$ cat src/rtl/mmio_uart_tx.sv
// mmio_uart_tx: memory-mapped 8N1 UART transmitter on the data-store bus.
//
// Stores to TX_ADDR queue wr_data[7:0] in a byte FIFO, and the FSM sends
// each byte as an 8N1 frame on tx. Stores to STAT_ADDR clear the sticky
// overflow flag. Loads from STAT_ADDR return the status word through
// rd_data with no latency.
//
// Ports:
//   clk        - clock; all state updates on the rising edge
//   reset      - synchronous, active-high reset
//   wr_en      - store strobe from the memory-stage bus
//   wr_addr    - store address
//   wr_data    - store data; only bits [7:0] are used
//   rd_addr    - load address
//   rd_data    - {0.., overflow, tx_busy, fifo_full, fifo_empty} when
//                rd_addr == STAT_ADDR, otherwise 0
//   tx         - registered serial line, idle high
//   tx_busy    - FSM not in IDLE
//   fifo_empty - FIFO holds no bytes
//   fifo_full  - FIFO holds FIFO_DEPTH bytes
//   overflow   - sticky flag: a push was dropped because the FIFO was full
module mmio_uart_tx #(
   parameter int unsigned      WIDTH        = 32,
   parameter int unsigned      CLKS_PER_BIT = 868,
   parameter int unsigned      FIFO_DEPTH   = 16,
   parameter logic [WIDTH-1:0] TX_ADDR      = 32'h40000004,
   parameter logic [WIDTH-1:0] STAT_ADDR    = 32'h40000005
) (
   input  logic             clk,
   input  logic             reset,
   input  logic             wr_en,
   input  logic [WIDTH-1:0] wr_addr,
   input  logic [WIDTH-1:0] wr_data,
   input  logic [WIDTH-1:0] rd_addr,
   output logic [WIDTH-1:0] rd_data,
   output logic             tx,
   output logic             tx_busy,
   output logic             fifo_empty,
   output logic             fifo_full,
   output logic             overflow
);

   localparam int unsigned AW = $clog2(FIFO_DEPTH);
   localparam int unsigned BW = $clog2(CLKS_PER_BIT);
   localparam logic [AW:0]   DEPTH_CNT = (AW+1)'(FIFO_DEPTH);
   localparam logic [BW-1:0] BAUD_LAST = BW'(CLKS_PER_BIT - 1);

   typedef enum logic [1:0] {IDLE, START, DATA, STOP} state_t;

   // FIFO storage and bookkeeping
   logic [7:0]    mem [FIFO_DEPTH];
   logic [AW-1:0] wr_ptr;
   logic [AW-1:0] rd_ptr;
   logic [AW:0]   count;

   logic push_req;
   logic clr_req;
   logic push_ok;
   logic pop;

   // Transmit FSM
   state_t        state, state_n;
   logic [BW-1:0] baud_cnt, baud_n;
   logic [2:0]    bit_idx, bit_n;
   logic [7:0]    shift, shift_n;
   logic          tx_n;
   logic          baud_last;

   assign push_req   = wr_en && (wr_addr == TX_ADDR);
   assign clr_req    = wr_en && (wr_addr == STAT_ADDR);
   // A pop in the same cycle frees a slot, so a push at full is still taken.
   assign push_ok    = push_req && (!fifo_full || pop);

   assign fifo_empty = (count == '0);
   assign fifo_full  = (count == DEPTH_CNT);
   assign tx_busy    = (state != IDLE);

   assign rd_data = (rd_addr == STAT_ADDR)
                  ? {{(WIDTH-4){1'b0}}, overflow, tx_busy, fifo_full, fifo_empty}
                  : '0;

   always_ff @(posedge clk) begin
      if (push_ok) begin
         mem[wr_ptr] <= wr_data[7:0];
      end
   end

   always_ff @(posedge clk) begin
      if (reset) begin
         wr_ptr   <= '0;
         rd_ptr   <= '0;
         count    <= '0;
         overflow <= 1'b0;
      end else begin
         if (push_ok) begin
            wr_ptr <= wr_ptr + 1'b1;
         end
         if (pop) begin
            rd_ptr <= rd_ptr + 1'b1;
         end
         if (push_ok && !pop) begin
            count <= count + 1'b1;
         end else if (!push_ok && pop) begin
            count <= count - 1'b1;
         end
         // A dropped push takes priority over a clear in the same cycle.
         if (push_req && !push_ok) begin
            overflow <= 1'b1;
         end else if (clr_req) begin
            overflow <= 1'b0;
         end
      end
   end

   always_ff @(posedge clk) begin
      if (reset) begin
         state    <= IDLE;
         baud_cnt <= '0;
         bit_idx  <= '0;
         shift    <= '0;
         tx       <= 1'b1;
      end else begin
         state    <= state_n;
         baud_cnt <= baud_n;
         bit_idx  <= bit_n;
         shift    <= shift_n;
         tx       <= tx_n;
      end
   end

   always_comb begin
      state_n   = state;
      baud_n    = baud_cnt;
      bit_n     = bit_idx;
      shift_n   = shift;
      pop       = 1'b0;
      tx_n      = 1'b1;
      baud_last = (baud_cnt == BAUD_LAST);

      case (state)
         IDLE: begin
            if (!fifo_empty) begin
               pop     = 1'b1;
               shift_n = mem[rd_ptr];
               baud_n  = '0;
               bit_n   = '0;
               state_n = START;
            end
         end
         START: begin
            if (baud_last) begin
               baud_n  = '0;
               state_n = DATA;
            end else begin
               baud_n = baud_cnt + 1'b1;
            end
         end
         DATA: begin
            if (baud_last) begin
               baud_n = '0;
               if (bit_idx == 3'd7) begin
                  state_n = STOP;
               end else begin
                  bit_n   = bit_idx + 1'b1;
                  shift_n = {1'b0, shift[7:1]};
               end
            end else begin
               baud_n = baud_cnt + 1'b1;
            end
         end
         STOP: begin
            if (baud_last) begin
               baud_n  = '0;
               state_n = IDLE;
            end else begin
               baud_n = baud_cnt + 1'b1;
            end
         end
         default: begin
            state_n = IDLE;
         end
      endcase

      // tx is registered from the next state so the line level changes on
      // the same edge as the state it belongs to.
      case (state_n)
         START:   tx_n = 1'b0;
         DATA:    tx_n = shift_n[0];
         default: tx_n = 1'b1;
      endcase
   end

endmodule

$ cat config.mk
export PLATFORM = sky130hd
export DESIGN_NAME = mmio_uart_tx
export DESIGN_NICKNAME = d
export VERILOG_FILES = /design/src/rtl/mmio_uart_tx.sv
export SDC_FILE = /design/constraint.sdc
export NUM_CORES = 1
export LEC_CHECK = 0
export CORE_ASPECT_RATIO = 1.1
export CORE_UTILIZATION = 40
export CTS_CLUSTER_DIAMETER = 120
export DETAILED_ROUTE_END_ITERATION = 8
export PLACE_DENSITY = 0.67
export SLEW_MARGIN = 40
export SYNTH_ARGS = -nofsm -noshare
export SYNTH_HDL_FRONTEND = slang
export SYNTH_SLANG_ARGS = --single-unit
$ cat constraint.sdc
create_clock -name clk -period 4.6 [get_ports clk]
set_clock_uncertainty 0.2 [all_clocks]
set_input_delay 0.46 -clock clk [delete_from_list [all_inputs] [get_ports clk]]
set_output_delay 0.46 -clock clk [all_outputs]
set_load 0.02 [all_outputs]
==> flow_summary.yaml <==
status:
  status: "finished clean"
yosys:
  synth-seq-cells: 170
  synth-edff-count: 128
  yosys.area.top_type: "edfxtp_1"
  mappedNetlistArea_um2: 7332
  syn_area_per_cell_um2: 14.24
  async_flop_share_pct: 0
  yosysSeqAreaShare_pct: 63.89
  synth_common_cells: "128 x edfxtp_1, 46 x nor2_1, 42 x dfxtp_1, 29 x mux4_2, 28 x buf_4"
  synth.distinct_cells: 50
  netlist_instances: 515
  yosysWarnings: 0
  synth_top_area_share_pct: 52.42
  post-synth-top-count-cell: "edfxtp_1"
  synth.area.top_cells: "edfxtp_1 52%, dfxtp_1 11%, mux4_2 8.9%, buf_4 2.9%, nor2_1 2.4%"
  synthFlopType: "edfxtp_1"
grt:
  grt_pass1_vias: 4542
  grt_pass1_wl_mm: 22.84
  grt_overflow: 0
  grt_start_max_net_pins: 34
  antenna_found_initial: 0
  track_usage_pct: 16.70
sta:
  worst_slack_ns: 1.168
  tightest_slew_ns: 0.8196
  max_freq_mhz: 291.4
  fin_crit_sh_pct: 74.60
  setup_viol: 0
  finalSetupTns_ns: 0
  hold_viol: 0
  grt_setup_unrepaired: "false"
  fin_crit_ns: 3.432
  report.final.slew_viol_count: 0
  slew_headroom_pct: 45.16
power_and_ir_drop:
  netSwitchingFraction_pct: 29.13
  p_total_mw: 3.979
  p_comb_share_pct: 19.3
  p_int_mw: 2.820
  powerDensity_nw_per_um2: 445.0
  seqPwrFrac_pct: 46.2
  pwr-share-clk_pct: 34.5
  ir_drop_mv: 0.4468
  power_switching_mw: 1.159
  p_leak_nw: 2.981
flow_run:
  maxCapViolCount: 0
placement:
  place_congestion: 0.8218
  pre_cts_slack_ns: 0.6766
  place_hpwl_mm: 10.11
  portBuffers: 83
  dpl_cell_area_um2: 8356
  dp.cells: 822
cells_and_area:
  drive_above_1_share_pct: 14.94
  n_antenna_cell: 0
  syn2layout_area_growth_pct: 21.96
  layoutNonFillerInstCount: 854
  fin_nets: 715
  fin_area_um2: 8942
  seqCellArea_um2: 4688
  multi_input_area_um2: 2412
  fillers: 1456
clock_network:
  cts_tree: "yes"
  cts_max_path_buffers: 2
  insertion_delay_ns: 0.43
  hold_buffers: 0
  clkSlewWorstSetupHoldPaths_ns: 0.07
  clock-sinks: 170
  post_cts.repair.setup_buffers: 0
  cts_resized: 0
  cts_buffers: 17
  htreeDepth: 4
  cts-root-buf: "clkbuf_16"
detailed_routing:
  num_vias: 4514
  wl_per_cell_um: 17.85
  wl_mm: 15.24
  first_iter_violations: 302
  routed_via_density: 5.286
  postRouteAntennaNets: 0
  drc: 0
  dr.pass1.iters: 6
worst_hold_path:
  timing.hold.worst_endpoint: "bit_idx[1]"
  worstHoldPathType: "reg -> reg"
  hp-start: "bit_idx[1]"
  hold_depth: 2
critical_path:
  r2r_setup_slack_ns: 1.28
  crit-reg2reg-launch: "state[1]"
  required_ns: 4.76
  critPathCaptureType: "register"
  rr_endpoint: "count[4]"
  crit_fanout: 8
  r2r_cells: 14
  crit_arrival_ns: 3.59
  crit_path_start_kind: "input pin"
  crit_type: "in -> reg"
floorplan:
  dieArea_um2: 18880
  row_count: 51
  core_um2: 17800
  ios: 136
  initial_core_util_pct: 41.18
  die_h_um: 144.0
  die_w_um: 131.1
-- worst max-delay path: stages --
cell and delay, ns:
clkdlybuf4s50_1 0.40, nor4b_1 0.37, nand4_1 0.24, nor4_4 0.29
buf_4 0.20, ha_1 0.19, inv_1 0.10, fa_1 0.42
a21o_1 0.20, a21oi_1 0.17, xnor2_1 0.09, or3_1 0.31
a21oi_1 0.15
-- routing by layer --
metal	vias up	global-route usage, %	part of all wire, %
li1	2115	-	-
met1	2213	18.30	40
met2	165	31.38	52
met3	21	4.107	6.5
met4	0	5.082	1.3
met5	-	0	0
-- state kept, by name, summed over array words and instances (netlist names), named ones only --
name      flops
bit_idx       3
rd_ptr        4
tx            1
state         2
wr_ptr        4
shift         8
overflow      1
baud_cnt     10
count         5
mem         128
-- placed cells by master (no fill, tap or decap), types with 5 or more instances in the layout --
cell type,n
a21oi_1,22
a22o_1,12
a22oi_1,9
a311oi_1,9
buf_4,13
clkbuf_16,17
clkdlybuf4s50_1,83
conb_1,28
dfxtp_1,41
edfxtp_1,128
ha_1,12
inv_1,11
inv_8,6
mux2i_1,7
mux4_2,29
nand2_1,24
nand3_1,5
nand4_1,9
nor2_1,38
nor2_2,9
nor2b_1,8
nor3_1,12
nor4_1,12
nor4b_1,6
o21ai_0,9
xnor2_1,5
-- worst max path at each step --
| stage | from | end | slack, ns |
|---|---|---|---|
| 4_1_cts | wr_addr[24] | count[4] | 1.12 |
| 5_1_grt | wr_addr[24] | count[4] | 0.99 |
| 3_3_place_gp | wr_addr[24] | count[4] | 0.73 |
| 2_1_floorplan | wr_addr[29] | count[4] | 1.37 |
| 3_5_place_dp | wr_addr[24] | count[4] | 0.68 |
| 6_report | wr_addr[24] | count[4] | 1.17 |
-- metrics by stage --
stage | hold slack [ns] | util, %
detailed placement | 0.2641 | 46.93
global route | 0.2910 | 50.23
global placement | 0.2429 | 46.88
floorplan | 0.2356 | -
CTS | 0.2739 | 50.16
finish | 0.2683 | 50.23
-- power by group through the flow --
stage               Sequential (mW)  Clock, mW  Combinational (mW)
floorplan                      1.79          0               0.607
global placement               1.87          0               0.748
detailed placement             1.87          0               0.768
CTS                            1.84       1.40               0.774
global route                   1.86       1.46               0.848
finish                         1.84       1.37               0.769
-- final cells by class --
class	instances	area share, %
Clock buffer	17	4.757
Clock inverter	15	1.665
Inverter	11	0.4617
Multi-Input combinational cell	307	26.98
Sequential cell	170	52.43
Tap cell	238	3.330
Timing Repair Buffer	96	10.38
-- cell families (layout without fill, tap and decap cells) --
| logic type | count (synthesis) | after routing | share of synthesized area (%) |
|---|---|---|---|
| flops | 170 | 170 | 63.89 |
| simple gates | 141 | 141 | 10.15 |
| compound gates | 78 | 78 | 7.475 |
| buf+inv | 65 | 139 | 4.863 |
| mux | 38 | 38 | 10.17 |
| fa+ha+maj | 13 | 13 | 2.321 |
| xor+xnor | 9 | 9 | 1.075 |
| other cells | 1 | 28 | 0.05115 |
No activity file was read; power rests on OpenSTA's default activity.
